[src/rtl/mul_acc_border_pkg.sv]
// mul_acc_pkg: shared state type, partial-sum limits and saturating add
package mul_acc_pkg;
   localparam int PSUM_W = 16;
   localparam int CNT_W = 8;
   typedef enum logic [1:0] {IDLE, RUN, WAIT} state_t;
   localparam logic [PSUM_W-1:0] PSUM_MAX = {1'b0, {(PSUM_W-1){1'b1}}};
   localparam logic [PSUM_W-1:0] PSUM_MIN = {1'b1, {(PSUM_W-1){1'b0}}};
   function automatic logic [PSUM_W-1:0] sat_add(input logic [PSUM_W:0] a, input logic [PSUM_W:0] b);
      logic [PSUM_W:0] s;
      s = a + b;
      return (s[PSUM_W] != s[PSUM_W-1]) ? (s[PSUM_W] ? PSUM_MIN : PSUM_MAX) : s[PSUM_W-1:0];
   endfunction
endpackage

[src/rtl/mul_acc_border_if.sv]
// mul_acc_border_if: window control, bit stream and partial-sum bus of the border accumulator
interface mul_acc_border_if #(parameter int WIDTH = 16, parameter int CWIDTH = 8);
   logic              i_start;
   logic [CWIDTH-1:0] i_len;
   logic              i_bit;
   logic [WIDTH-1:0]  i_psum;
   logic              i_psum_valid;
   logic [WIDTH-1:0]  o_psum;
   logic              o_valid;
   logic              o_busy;
   modport master (output i_start, i_len, i_bit, i_psum, i_psum_valid, input o_psum, o_valid, o_busy);
   modport slave (input i_start, i_len, i_bit, i_psum, i_psum_valid, output o_psum, o_valid, o_busy);
endinterface

[src/rtl/mul_acc_border_bipolar_counter.sv]
// bipolar_counter: counts window cycles and ones, yields 2*ones - len and the last-bit flag
module bipolar_counter #(parameter int CWIDTH = 8) (
   input  logic                     clk,
   input  logic                     rst_n,
   input  logic                     i_start,
   input  logic                     i_en,
   input  logic                     i_bit,
   input  logic [CWIDTH-1:0]        i_len,
   output logic signed [CWIDTH+1:0] o_count,
   output logic                     o_last
);
   logic [CWIDTH:0] cnt_q, cnt_d, ones_q, ones_d, len_q, len_d;
   // start clears the counters and latches the window (0 means 2^CWIDTH); en advances them
   always_comb begin
      len_d = i_start ? ((i_len == '0) ? {1'b1, {CWIDTH{1'b0}}} : {1'b0, i_len}) : len_q;
      cnt_d = i_start ? '0 : i_en ? cnt_q + 1'b1 : cnt_q;
      ones_d = i_start ? '0 : i_en ? ones_q + {{CWIDTH{1'b0}}, i_bit} : ones_q;
   end
   // counter registers
   always_ff @(posedge clk or negedge rst_n) begin
      if (!rst_n) begin
         cnt_q <= '0;
         ones_q <= '0;
         len_q <= '0;
      end else begin
         cnt_q <= cnt_d;
         ones_q <= ones_d;
         len_q <= len_d;
      end
   end
   assign o_last = i_en & (cnt_q == len_q - 1'b1);
   // 2*ones can reach 2^(CWIDTH+1), but the wrapped difference is exact because the result fits
   assign o_count = $signed({ones_q, 1'b0} - {1'b0, len_q});
endmodule

[src/rtl/mul_acc_border.sv]
// mul_acc_border: turns a bipolar product stream into a signed count and adds it to the upstream psum
module mul_acc_border
   import mul_acc_pkg::*;
#(
   parameter int WIDTH = PSUM_W,
   parameter int CWIDTH = CNT_W
) (
   input logic           clk,
   input logic           rst_n,
   mul_acc_border_if.slave bus
);
   state_t state_q, state_d;
   logic [WIDTH-1:0] psum_q, psum_d, o_psum_q, o_psum_d, src;
   logic have_q, have_d, o_valid_q, o_valid_d, take, done, last;
   logic signed [CWIDTH+1:0] count;
   bipolar_counter #(.CWIDTH(CWIDTH)) u_cnt (
      .clk(clk),
      .rst_n(rst_n),
      .i_start(bus.i_start),
      .i_en(state_q == RUN),
      .i_bit(bus.i_bit),
      .i_len(bus.i_len),
      .o_count(count),
      .o_last(last)
   );
   assign take = !bus.i_start && state_q != IDLE && bus.i_psum_valid && !have_q;
   assign done = !bus.i_start && state_q == WAIT && (have_q || bus.i_psum_valid);
   assign src = have_q ? psum_q : bus.i_psum;
   // state register
   always_ff @(posedge clk or negedge rst_n) begin
      if (!rst_n) state_q <= IDLE;
      else state_q <= state_d;
   end
   // next state: start restarts from anywhere, last bit moves to WAIT, a usable psum finishes
   always_comb begin
      state_d = bus.i_start ? RUN : (state_q == RUN && last) ? WAIT : done ? IDLE : state_q;
   end
   // first psum in a window wins; result is registered on completion
   always_comb begin
      psum_d = take ? bus.i_psum : psum_q;
      have_d = bus.i_start ? 1'b0 : take ? 1'b1 : have_q;
      o_valid_d = done;
      o_psum_d = done ? sat_add({src[WIDTH-1], src}, {{(WIDTH-CWIDTH-1){count[CWIDTH+1]}}, count}) : o_psum_q;
   end
   // datapath and output registers
   always_ff @(posedge clk or negedge rst_n) begin
      if (!rst_n) begin
         psum_q <= '0;
         have_q <= 1'b0;
         o_valid_q <= 1'b0;
         o_psum_q <= '0;
      end else begin
         psum_q <= psum_d;
         have_q <= have_d;
         o_valid_q <= o_valid_d;
         o_psum_q <= o_psum_d;
      end
   end
   // outputs come straight from registered state
   always_comb begin
      bus.o_busy = state_q != IDLE;
      bus.o_valid = o_valid_q;
      bus.o_psum = o_psum_q;
   end
endmodule

[src/flat_wrapper.sv]
// flat-port wrapper written by rule: the top's interface ports become plain ports
module mul_acc_border_flat import mul_acc_pkg::*;
#(
   parameter int WIDTH = PSUM_W,
   parameter int CWIDTH = CNT_W
)
  (clk, rst_n, bus_i_start, bus_i_len, bus_i_bit, bus_i_psum, bus_i_psum_valid, bus_o_psum, bus_o_valid, bus_o_busy);
  mul_acc_border_if #(.WIDTH(WIDTH), .CWIDTH(CWIDTH)) bus_i ();
  input logic clk;
  input logic rst_n;
  input wire logic [$bits(bus_i.i_start)-1:0] bus_i_start;
  input wire logic [$bits(bus_i.i_len)-1:0] bus_i_len;
  input wire logic [$bits(bus_i.i_bit)-1:0] bus_i_bit;
  input wire logic [$bits(bus_i.i_psum)-1:0] bus_i_psum;
  input wire logic [$bits(bus_i.i_psum_valid)-1:0] bus_i_psum_valid;
  output wire logic [$bits(bus_i.o_psum)-1:0] bus_o_psum;
  output wire logic [$bits(bus_i.o_valid)-1:0] bus_o_valid;
  output wire logic [$bits(bus_i.o_busy)-1:0] bus_o_busy;
  assign bus_i.i_start = bus_i_start;
  assign bus_i.i_len = bus_i_len;
  assign bus_i.i_bit = bus_i_bit;
  assign bus_i.i_psum = bus_i_psum;
  assign bus_i.i_psum_valid = bus_i_psum_valid;
  assign bus_o_psum = bus_i.o_psum;
  assign bus_o_valid = bus_i.o_valid;
  assign bus_o_busy = bus_i.o_busy;
  mul_acc_border #(.WIDTH(WIDTH), .CWIDTH(CWIDTH)) u_core (.clk(clk), .rst_n(rst_n), .bus(bus_i));
endmodule
[config.mk]
export PLATFORM = sky130hd
export DESIGN_NAME = mul_acc_border_flat
export DESIGN_NICKNAME = d
export VERILOG_FILES = /design/src/rtl/mul_acc_border_pkg.sv /design/src/rtl/mul_acc_border_if.sv /design/src/rtl/mul_acc_border_bipolar_counter.sv /design/src/rtl/mul_acc_border.sv /design/src/flat_wrapper.sv
export SDC_FILE = /design/constraint.sdc
export NUM_CORES = 1
export LEC_CHECK = 0
export CORE_MARGIN = 4
export CORE_UTILIZATION = 42
export DETAILED_ROUTE_END_ITERATION = 10
export DONT_BUFFER_PORTS = 1
export PLACE_DENSITY_LB_ADDON = 0.05
export SLEW_MARGIN = 25
export SYNTH_ARGS = -nofsm -noshare
export SYNTH_HDL_FRONTEND = slang
export SYNTH_HIERARCHICAL = 1
export SYNTH_SLANG_ARGS = --single-unit
[constraint.sdc]
create_clock -name clk -period 7.6 [get_ports clk]
set_input_delay 0.76 -clock clk [delete_from_list [all_inputs] [get_ports clk]]
set_output_delay 0.76 -clock clk [all_outputs]
set_load 0.1 [all_outputs]
# == Word-level counts from Yosys, hierarchy flattened ==
# Cells that the tools add are included.
# op_classes
n_addsub,5
eq_ne,4
n_mux,13
bitwise,1
reduce_logical,14
# ops
cell,count
2-to-1 mux 16 bit,3
2-to-1 mux 9 bit,5
adder 16 x 10 -> 17 bit,1
subtractor 10 x 9 -> 10 bit,1
adder 9 x 1 -> 9 bit,1
"adder 9 x 1 -> 9 bit, second input constant",1
equality test 9 bit,1
"subtractor 9 x 1 -> 9 bit, second input constant",1
zero test 8 bit,1
logical AND 1 bit,6
2-to-1 mux 2 bit,3
nonzero test 2 bit,3
nonzero test 3 bit,1
"equality test 2 x 1 -> 1 bit, second input constant",1
"equality test 2 bit, second input constant",1
zero test 1 bit,2
2-to-1 mux 1 bit,2
AND 1 bit,1
logical OR 1 bit,1
inequality test 1 bit,1
# totals
regBits,63
input_bits,29
out_inout_bits,18
wordCells,45

# == Longest topological paths before layout ==
# Gate-level depths: netlist of the first run.
# logic_depth
ltp_word,6
depth_mapped,18
depth_no_buf,15

# == Cells and area by module ==
# Netlist of the first run, hierarchy kept.
# by_module_without_submodules
module,n_inst,cells_per_inst,area_per_inst_um2,seq_area_each_um2
mul_acc_border,1,264,2527.4,900.9
bipolar_counter,1,204,1825.5,675.6

# == Worst setup path before layout of the first run ==
# Ideal clock, no wire load.
# synth_path
kind,flip-flop to flip-flop
startpoint,register u_core.u_cnt.len_q[1]
endpoint,"register u_core.o_psum_q[11], in the netlist u_core/bus.o_psum[11]"
setup_ps,130
arrival_time_ps,3884
required_time_ps,7470
path_slack_ps,3586
path_stages_with_launch,19
path_buffers,3
synth_period_minus_slack_ps,4014
cell_sequence,dfrtp_1 -> inv_1 -> ha_1 -> nor2b_1 -> o31a_1 -> o21ai_0 -> a211oi_1 -> a211oi_1 -> ha_1 -> buf_2 -> a21oi_1 -> o21ai_1 -> nand2_1 -> o21ai_0 -> o32a_1 -> buf_2 -> o21ai_1 -> buf_2 -> o21ai_1
# synth_between
elab_chain_len,4
word_cells_on_any_way,5
cone_classes,2 x add/sub; 1 x eq/ne; 2 x mux
# synth_lines
element,line_no,source
from (decl),mul_acc_border_bipolar_counter.sv:12,"logic [CWIDTH:0] cnt_q, cnt_d, ones_q, ones_d, len_q, len_d;"
from (signal assigned),mul_acc_border_bipolar_counter.sv:28,len_q <= len_d;
subtractor 10 x 9 -> 10 bit *,mul_acc_border_bipolar_counter.sv:33,"assign o_count = $signed({ones_q, 1'b0} - {1'b0, len_q});"
net u_core.count[9],mul_acc_border.sv:15,logic signed [CWIDTH+1:0] count;
adder 16 x 10 -> 17 bit *,mul_acc_border_pkg.sv:10,s = a + b;
2-to-1 mux 16 bit / inequality test 1 bit (equally long branches),mul_acc_border_pkg.sv:11,return (s[PSUM_W] != s[PSUM_W-1]) ? (s[PSUM_W] ? PSUM_MIN : PSUM_MAX) : s[PSUM_W-1:0];
2-to-1 mux 16 bit *,mul_acc_border_pkg.sv:11,
to (signal assigned),mul_acc_border.sv:56,o_psum_q <= o_psum_d;
to (decl),mul_acc_border.sv:13,"logic [WIDTH-1:0] psum_q, psum_d, o_psum_q, o_psum_d, src;"
# The timed path passes the listed nets; every way through them passes the cells marked *.
# A chain may end at the register's enable or synchronous reset.

# == Final worst setup path of the first run ==
# layout_path
startpoint,register u_core.u_cnt.len_q[1]
endpoint,"register u_core.o_psum_q[0], in the netlist u_core/bus.o_psum[0]"
# The elaborated chain is that of the path after synthesis.

==> metrics.yaml, run 1 <==
num_rows: 36
required_ns: 7.81
grt_usage_pct: 17.96
postSynthAreaPerCell_um2: 9.301
die_h_um: 109.8
setup.worst_path.start_class: "flip-flop"
first_global_vias: 3250
ys.flop_type: "dfrtp_1"
initial_utilization_pct: 43.73
timing.final.crit_share_pct: 66.38
synth_cell_types: 60
layout_commonest_cell: "dfrtp_1"
htreeDepth: 3
cp_slowest_cell: "a211oi_1"
timing.rr.end: "u_core/bus.o_psum[0]"
swShare_pct: 34.21
crit_fanout: 19
synth_area_um2: 4353
via_count: 3258
path_clk_slew_ns: 0.07
root_buffer: "clkbuf_8"
p_int_mw: 0.6940
area_growth_pct: 6.381
synth_seq_cells: 63
overflow: 0
gp_congestion: 0.8590
routed_wl_um: 9984
slew_violations: 0
peakVddDrop_v: 0.0001777
yosysWarnings: 6
r2r_slack_ns: 2.56
critical_path.cell_chain: "inv_1, ha_1, nor2b_1, o31a_1, o21ai_0, a211oi_1, a211oi_1, ha_1, a21oi_1, o21ai_1, nand2_1, o21ai_0, o32a_1, o21ai_1, o21ai_1"
grt_pass1_wl_um: 16620
worstSetupEndpointType: "flip-flop"
cts_tree: "done"
cp_num_buf_inv: 1
cts_hold_buf: 0
worstSetupPathType: "reg2reg"
io_pins: 47
rr_worst_depth: 15
crit_start: "u_core/u_cnt/len_q[1]"
antenna_found_initial: 0
maxCapViolCount: 0
numCtsBuffers: 9
drtIter0Drc: 221
drc_errors: 0
die-area_um2: 12060
fp.dieW_um: 109.8
cts_resized: 0
p_sw_mw: 0.3609
tightest_slew_ns: 0.9622
hold_viol: 0
drive_gt1_share_pct: 13.36
layout.cells.most_common_list: "63 x dfrtp_1, 40 x nand2_1, 36 x a21oi_1"
path_depth: 15
cellPowerDensity_nw_per_um2: 227.8
grt_max_degree: 64
slew_headroom_pct: 35.86
finClkSkew_ns: 0.007686
rsz0062_at_grt: "no"
clock_power_share_pct: 29.5
p_seq_share_pct: 36.6
n_antenna_cell: 0
synth_edf_count: 0
worstSkewPairLatency_ns: 0.36
netlist_instances: 468
fin_nets: 518
cts_setup_buffers: 0
fp.coreArea_um2: 9955
async_flop_share_pct: 100.0
utilization_pct: 46.52
drtAntennaViolNets: 0
hpwl_um: 7354
holdCritPathClass: "in2async"
tns_ns: 0
p_leak_nw: 2.021
r2r-start: "u_core/u_cnt/len_q[1]"
finalCriticalPeriod_ns: 5.045
path_delay_family: "compound AO/OA/AOI/OAI gates"
worstSetupEndpoint: "u_core/bus.o_psum[0]"
io_buffers: 0
clock_sinks: 63
drt-vias-per-instance: 5.457
wl_per_cell_um: 16.72
p_total_mw: 1.055
arrival_ns: 5.26
drtPass1Iterations: 4
status: "finished, final reports clean"
synthesis.nets: 527
finalSetupViolations: 0
critPathMaxStageDelay_ns: 0.77
seq_area_frac_synth_pct: 36.22
crit_top_cell: "o21ai_1"
clockBufferDepth: 2
fmax_ghz: 0.1982
comb_power_share_pct: 33.9
flip-flops by register name, summed over array words and instances (netlist names):
signal               flops
u_core/bus.o_psum       16
u_core/psum_q           16
u_core/u_cnt/cnt_q       9
u_core/u_cnt/len_q       9
u_core/u_cnt/ones_q      9
u_core/state_q           2
u_core/bus.o_valid       1
u_core/have_q            1
how the worst min path moves through the flow:
stage / startpoint / to / slack, ns / cells after the start
finish: rst_n / u_core/u_cnt/cnt_q[3] / 0.09 / 0
global route: rst_n / u_core/u_cnt/cnt_q[5] / 0.06 / 0
global placement: rst_n / u_core/u_cnt/cnt_q[5] / 0.47 / 0
floorplan: rst_n / u_core/bus.o_psum[0] / 0.46 / 0
detailed placement: rst_n / u_core/u_cnt/cnt_q[7] / 0.47 / 0
CTS: rst_n / u_core/u_cnt/cnt_q[6] / 0.06 / 0
layout make-up:
type / count / area [um2]
fillers: 965 / 5324
clock inverters: 3 / 40.04
flip-flops and latches: 63 / 1577
well taps: 133 / 166.4
multi-input cells: 359 / 2574
inverters: 24 / 90.09
clock buffers: 13 / 168.9
repair buffers: 2 / 15.01
power groups by stage:
| stage | Clock (mW) | Sequential (mW) | Combinational [mW] |
|---|---|---|---|
| 4_1_cts | 0.323 | 0.386 | 0.357 |
| 6_report | 0.312 | 0.386 | 0.358 |
| 3_5_place_dp | 0 | 0.392 | 0.355 |
| 5_1_grt | 0.337 | 0.389 | 0.403 |
| 3_3_place_gp | 0 | 0.391 | 0.351 |
| 2_1_floorplan | 0 | 0.384 | 0.295 |
worst reg2reg max path, stage by stage (launching register included):
cell and delay, ns:
dfrtp_1 0.41, inv_1 0.11, ha_1 0.23, nor2b_1 0.14
o31a_1 0.27, o21ai_0 0.36, a211oi_1 0.14, a211oi_1 0.77
ha_1 0.47, a21oi_1 0.28, o21ai_1 0.10, nand2_1 0.07
o21ai_0 0.08, o32a_1 0.60, o21ai_1 0.72, o21ai_1 0.16
layer usage:
| layer | wire length, um | vias up | track usage [%] |
|---|---|---|---|
| met3 | 487 | 12 | 5.226 |
| met5 | 0 | - | 0 |
| met2 | 4191 | 49 | 25.69 |
| met4 | 146 | 0 | 6.055 |
| li1 | - | 1645 | - |
| met1 | 5159 | 1552 | 25.77 |
synth_stat cells, drive strengths merged, types with 3 or more instances:
library cell  number  area share (%)
xor2              18             3.6
dfrtp             63              36
clkbuf             8            0.69
nand3              8            0.92
nor2              33             2.8
a21boi             3            0.52
ha                28             8.0
o21a               4            0.69
o21ai             46             5.3
a2111oi            4             1.3
xnor2             18             3.8
nor2b              5            0.72
nor4               3            0.43
mux2              32             8.4
mux2i              5             1.1
buf               14             1.9
nand4              7             1.0
nand2             40             3.4
nor3               7             1.0
a21o               6             1.0
a31oi              3            0.78
a211oi             5            0.98
nor3b              3            0.52
inv               24             2.1
a21oi             37             4.3
and3               3            0.43
o211ai             4            0.69
nand2b             4            0.57
or3                8             1.3
kinds of logic after synthesis:
family / Yosys count / share of synthesized area [%]
xor gates and xnor gates: 36 / 7.416
DFF: 63 / 36.22
AOI/OAI and AO/OA: 126 / 18.40
adders and majority gates: 30 / 8.968
muxes: 37 / 9.514
and+or+nand+nor: 130 / 14.83
buffers and inverters: 46 / 4.656
through the flow:
stage                     cell area (um2)  instances  setup WS (ns)  hold WS (ns)
after detailed placement             4422        581          2.559        0.4673
after CTS                            4631        597          2.540       0.06488
after global routing                 4631        597          2.171       0.06121
after global placement               4422        581          2.778        0.4668
final                                4631        597          2.555       0.09024
after floorplan                      4353        468          3.586        0.4644
Note: power is estimated with default switching activity, not from simulation.
==> inputs of run 2 (changes only) <==
- clock period: 7.6 -> 4.79 ns (I/O delays scaled with it)
==> metrics.yaml, run 2 (synthesized netlist as in run 1, its figures left out) <==
cts_tree: "done"
drc_errors: 0  # unchanged
path_clk_slew_ns: 0.07  # about the same
timing.final.crit_share_pct: 92.21  # +26 points
swShare_pct: 34.17  # -0.042 points
multi_input_area_um2: 2577  # +0.15%
grt_pass1_wl_um: 15930  # -4.1%
crit_fanout: 18  # -1
drtPass1Iterations: 4  # unchanged
num_rows: 36  # unchanged
fin_nets: 522  # +0.77%
cellPowerDensity_nw_per_um2: 358.7  # +57%
setup.worst_path.start_class: "flip-flop"
p_int_mw: 1.107  # +59%
layout_commonest_cell: "dfrtp_1"
via_count: 3276  # +0.55%
initial_utilization_pct: 43.73  # unchanged
clock_power_share_pct: 29.2  # -0.3 points
holdCritPathClass: "in2reg"
die_h_um: 109.8  # unchanged
slew_violations: 0  # unchanged
p_leak_nw: 2.047  # +1.3%
comb_power_share_pct: 34.4  # +0.5 points
worstSetupEndpointType: "flip-flop"
tns_ns: 0  # unchanged
worstSetupPathType: "reg2reg"
r2r_slack_ns: 0.37  # -2.18 ns
clock_sinks: 63  # unchanged
htreeDepth: 3  # unchanged
hold_viol: 0  # unchanged
finalCriticalPeriod_ns: 4.417  # -0.6279 ns
drtIter0Drc: 151  # -32%
fmax_ghz: 0.2264  # +14%
die-area_um2: 12060  # unchanged
grt_usage_pct: 17.46  # -0.51 points
rsz0062_at_grt: "no"
finalSetupViolations: 0  # unchanged
layout.cells.most_common_list: "63 x dfrtp_1, 40 x nand2_1, 36 x a21oi_1"
first_global_vias: 3170  # -2.5%
overflow: 0  # unchanged
p_seq_share_pct: 36.4  # -0.2 points
fp.coreArea_um2: 9955  # unchanged
drive_gt1_share_pct: 14.10  # +0.74 points
peakVddDrop_v: 0.0001982  # +12%
required_ns: 5.02  # -2.79 ns
root_buffer: "clkbuf_8"
utilization_pct: 47.08  # +0.57 points
tightest_slew_ns: 0.9574  # -0.004797 ns
maxCapViolCount: 0  # unchanged
n_antenna_cell: 0  # unchanged
worstSkewPairLatency_ns: 0.36  # about the same
hpwl_um: 7329  # -0.35%
drt-vias-per-instance: 5.451  # -0.12%
wl_per_cell_um: 16.31  # -2.4%
area_growth_pct: 7.675
grt_max_degree: 64  # unchanged
numCtsBuffers: 9  # unchanged
p_sw_mw: 0.5744  # +59%
io_pins: 47  # unchanged
fp.dieW_um: 109.8  # unchanged
slew_headroom_pct: 36.18  # +0.32 points
antenna_found_initial: 0  # unchanged
gp_congestion: 0.8536  # -0.63%
routed_wl_um: 9805  # -1.8%
io_buffers: 0  # unchanged
status: "finished, final reports clean"
finClkSkew_ns: 0.007551  # -0.0001346 ns
drtAntennaViolNets: 0  # unchanged
fill_cells: 986  # +2.2%
seq_area_um2: 1577  # unchanged
clockBufferDepth: 2  # unchanged
arrival_ns: 4.64  # -0.62 ns
## run 2: cell count changes in the layout (fill, tap and decap cells not counted)
cell	previous run	this run
buf_4	2	4
buf_16	0	1
dlygate4sd3_1	0	1
o21ai_1	16	15
o21ai_2	0	1
## run 2: worst max-delay path: stages, from the launching register on
cell	delay, ns
dfrtp_1	0.40
inv_1	0.11
ha_1	0.23
nor2b_1	0.14
o31a_1	0.26
o21ai_0	0.38
a211oi_1	0.14
a211oi_1	0.28
buf_4	0.21
ha_1	0.34
a21oi_1	0.30
o21ai_1	0.12
nand2_1	0.08
o21ai_0	0.08
o32a_1	0.40
buf_4	0.23
a2111oi_1	0.49
o21ai_1	0.10
## run 2: layer usage
metal  wire, um  vias up  GRT usage [%]
met5          0        -              0
met4        150        0          6.946
met3        533        9          5.637
met2       4183       57          24.74
met1       4937     1556          24.47
li1           -     1654              -
## run 2: stage by stage
stage                     area, um2  std cells  total power, mW  hold slack [ns]  setup WS, ns
final                          4687        601            1.681           0.1770        0.3733
after detailed placement       4437        583            1.185           0.1860        0.3529
after global routing           4687        601            1.795           0.1529       0.05676
after CTS                      4683        601            1.702           0.1472        0.3286
after global placement         4437        583            1.179           0.1859        0.5116
after floorplan                4353        468            1.079           0.1834        0.7760
## run 2: worst paths after layout
kind	start	endpoint	cells after the start
setup / recovery	u_core/u_cnt/len_q[1]	u_core/bus.o_psum[11]	17
hold / removal	bus_i_start	u_core/u_cnt/cnt_q[5]	1
setup reg to reg	u_core/u_cnt/len_q[1]	u_core/bus.o_psum[11]	17
hold reg to reg	u_core/psum_q[3]	u_core/psum_q[3]	1
max in group asynchronous	rst_n	u_core/psum_q[7]	2
min in group asynchronous	rst_n	u_core/psum_q[2]	2
## run 2: area by class of cell
class	count	share of cell area, %
Clock buffer	13	3.604
Clock inverter	3	0.8542
Inverter	24	1.922
Multi-Input combinational cell	359	54.99
Sequential cell	63	33.64
Tap cell	133	3.550
Timing Repair Buffer	6	1.442
## run 2: what timing repair did
item,in CTS,in global routing
setup buffers,0,0
hold buffers,2,0
endpoints found under the hold margin,63,0
setup endpoints to repair,0,11
gates resized for setup,0,1
## run 2: power groups by stage
stage | Combinational [mW] | Clock [mW] | Sequential (mW)
2_1_floorplan | 0.469 | 0 | 0.610
3_3_place_gp | 0.559 | 0 | 0.620
3_5_place_dp | 0.563 | 0 | 0.622
4_1_cts | 0.580 | 0.510 | 0.612
5_1_grt | 0.646 | 0.531 | 0.618
6_report | 0.579 | 0.490 | 0.612
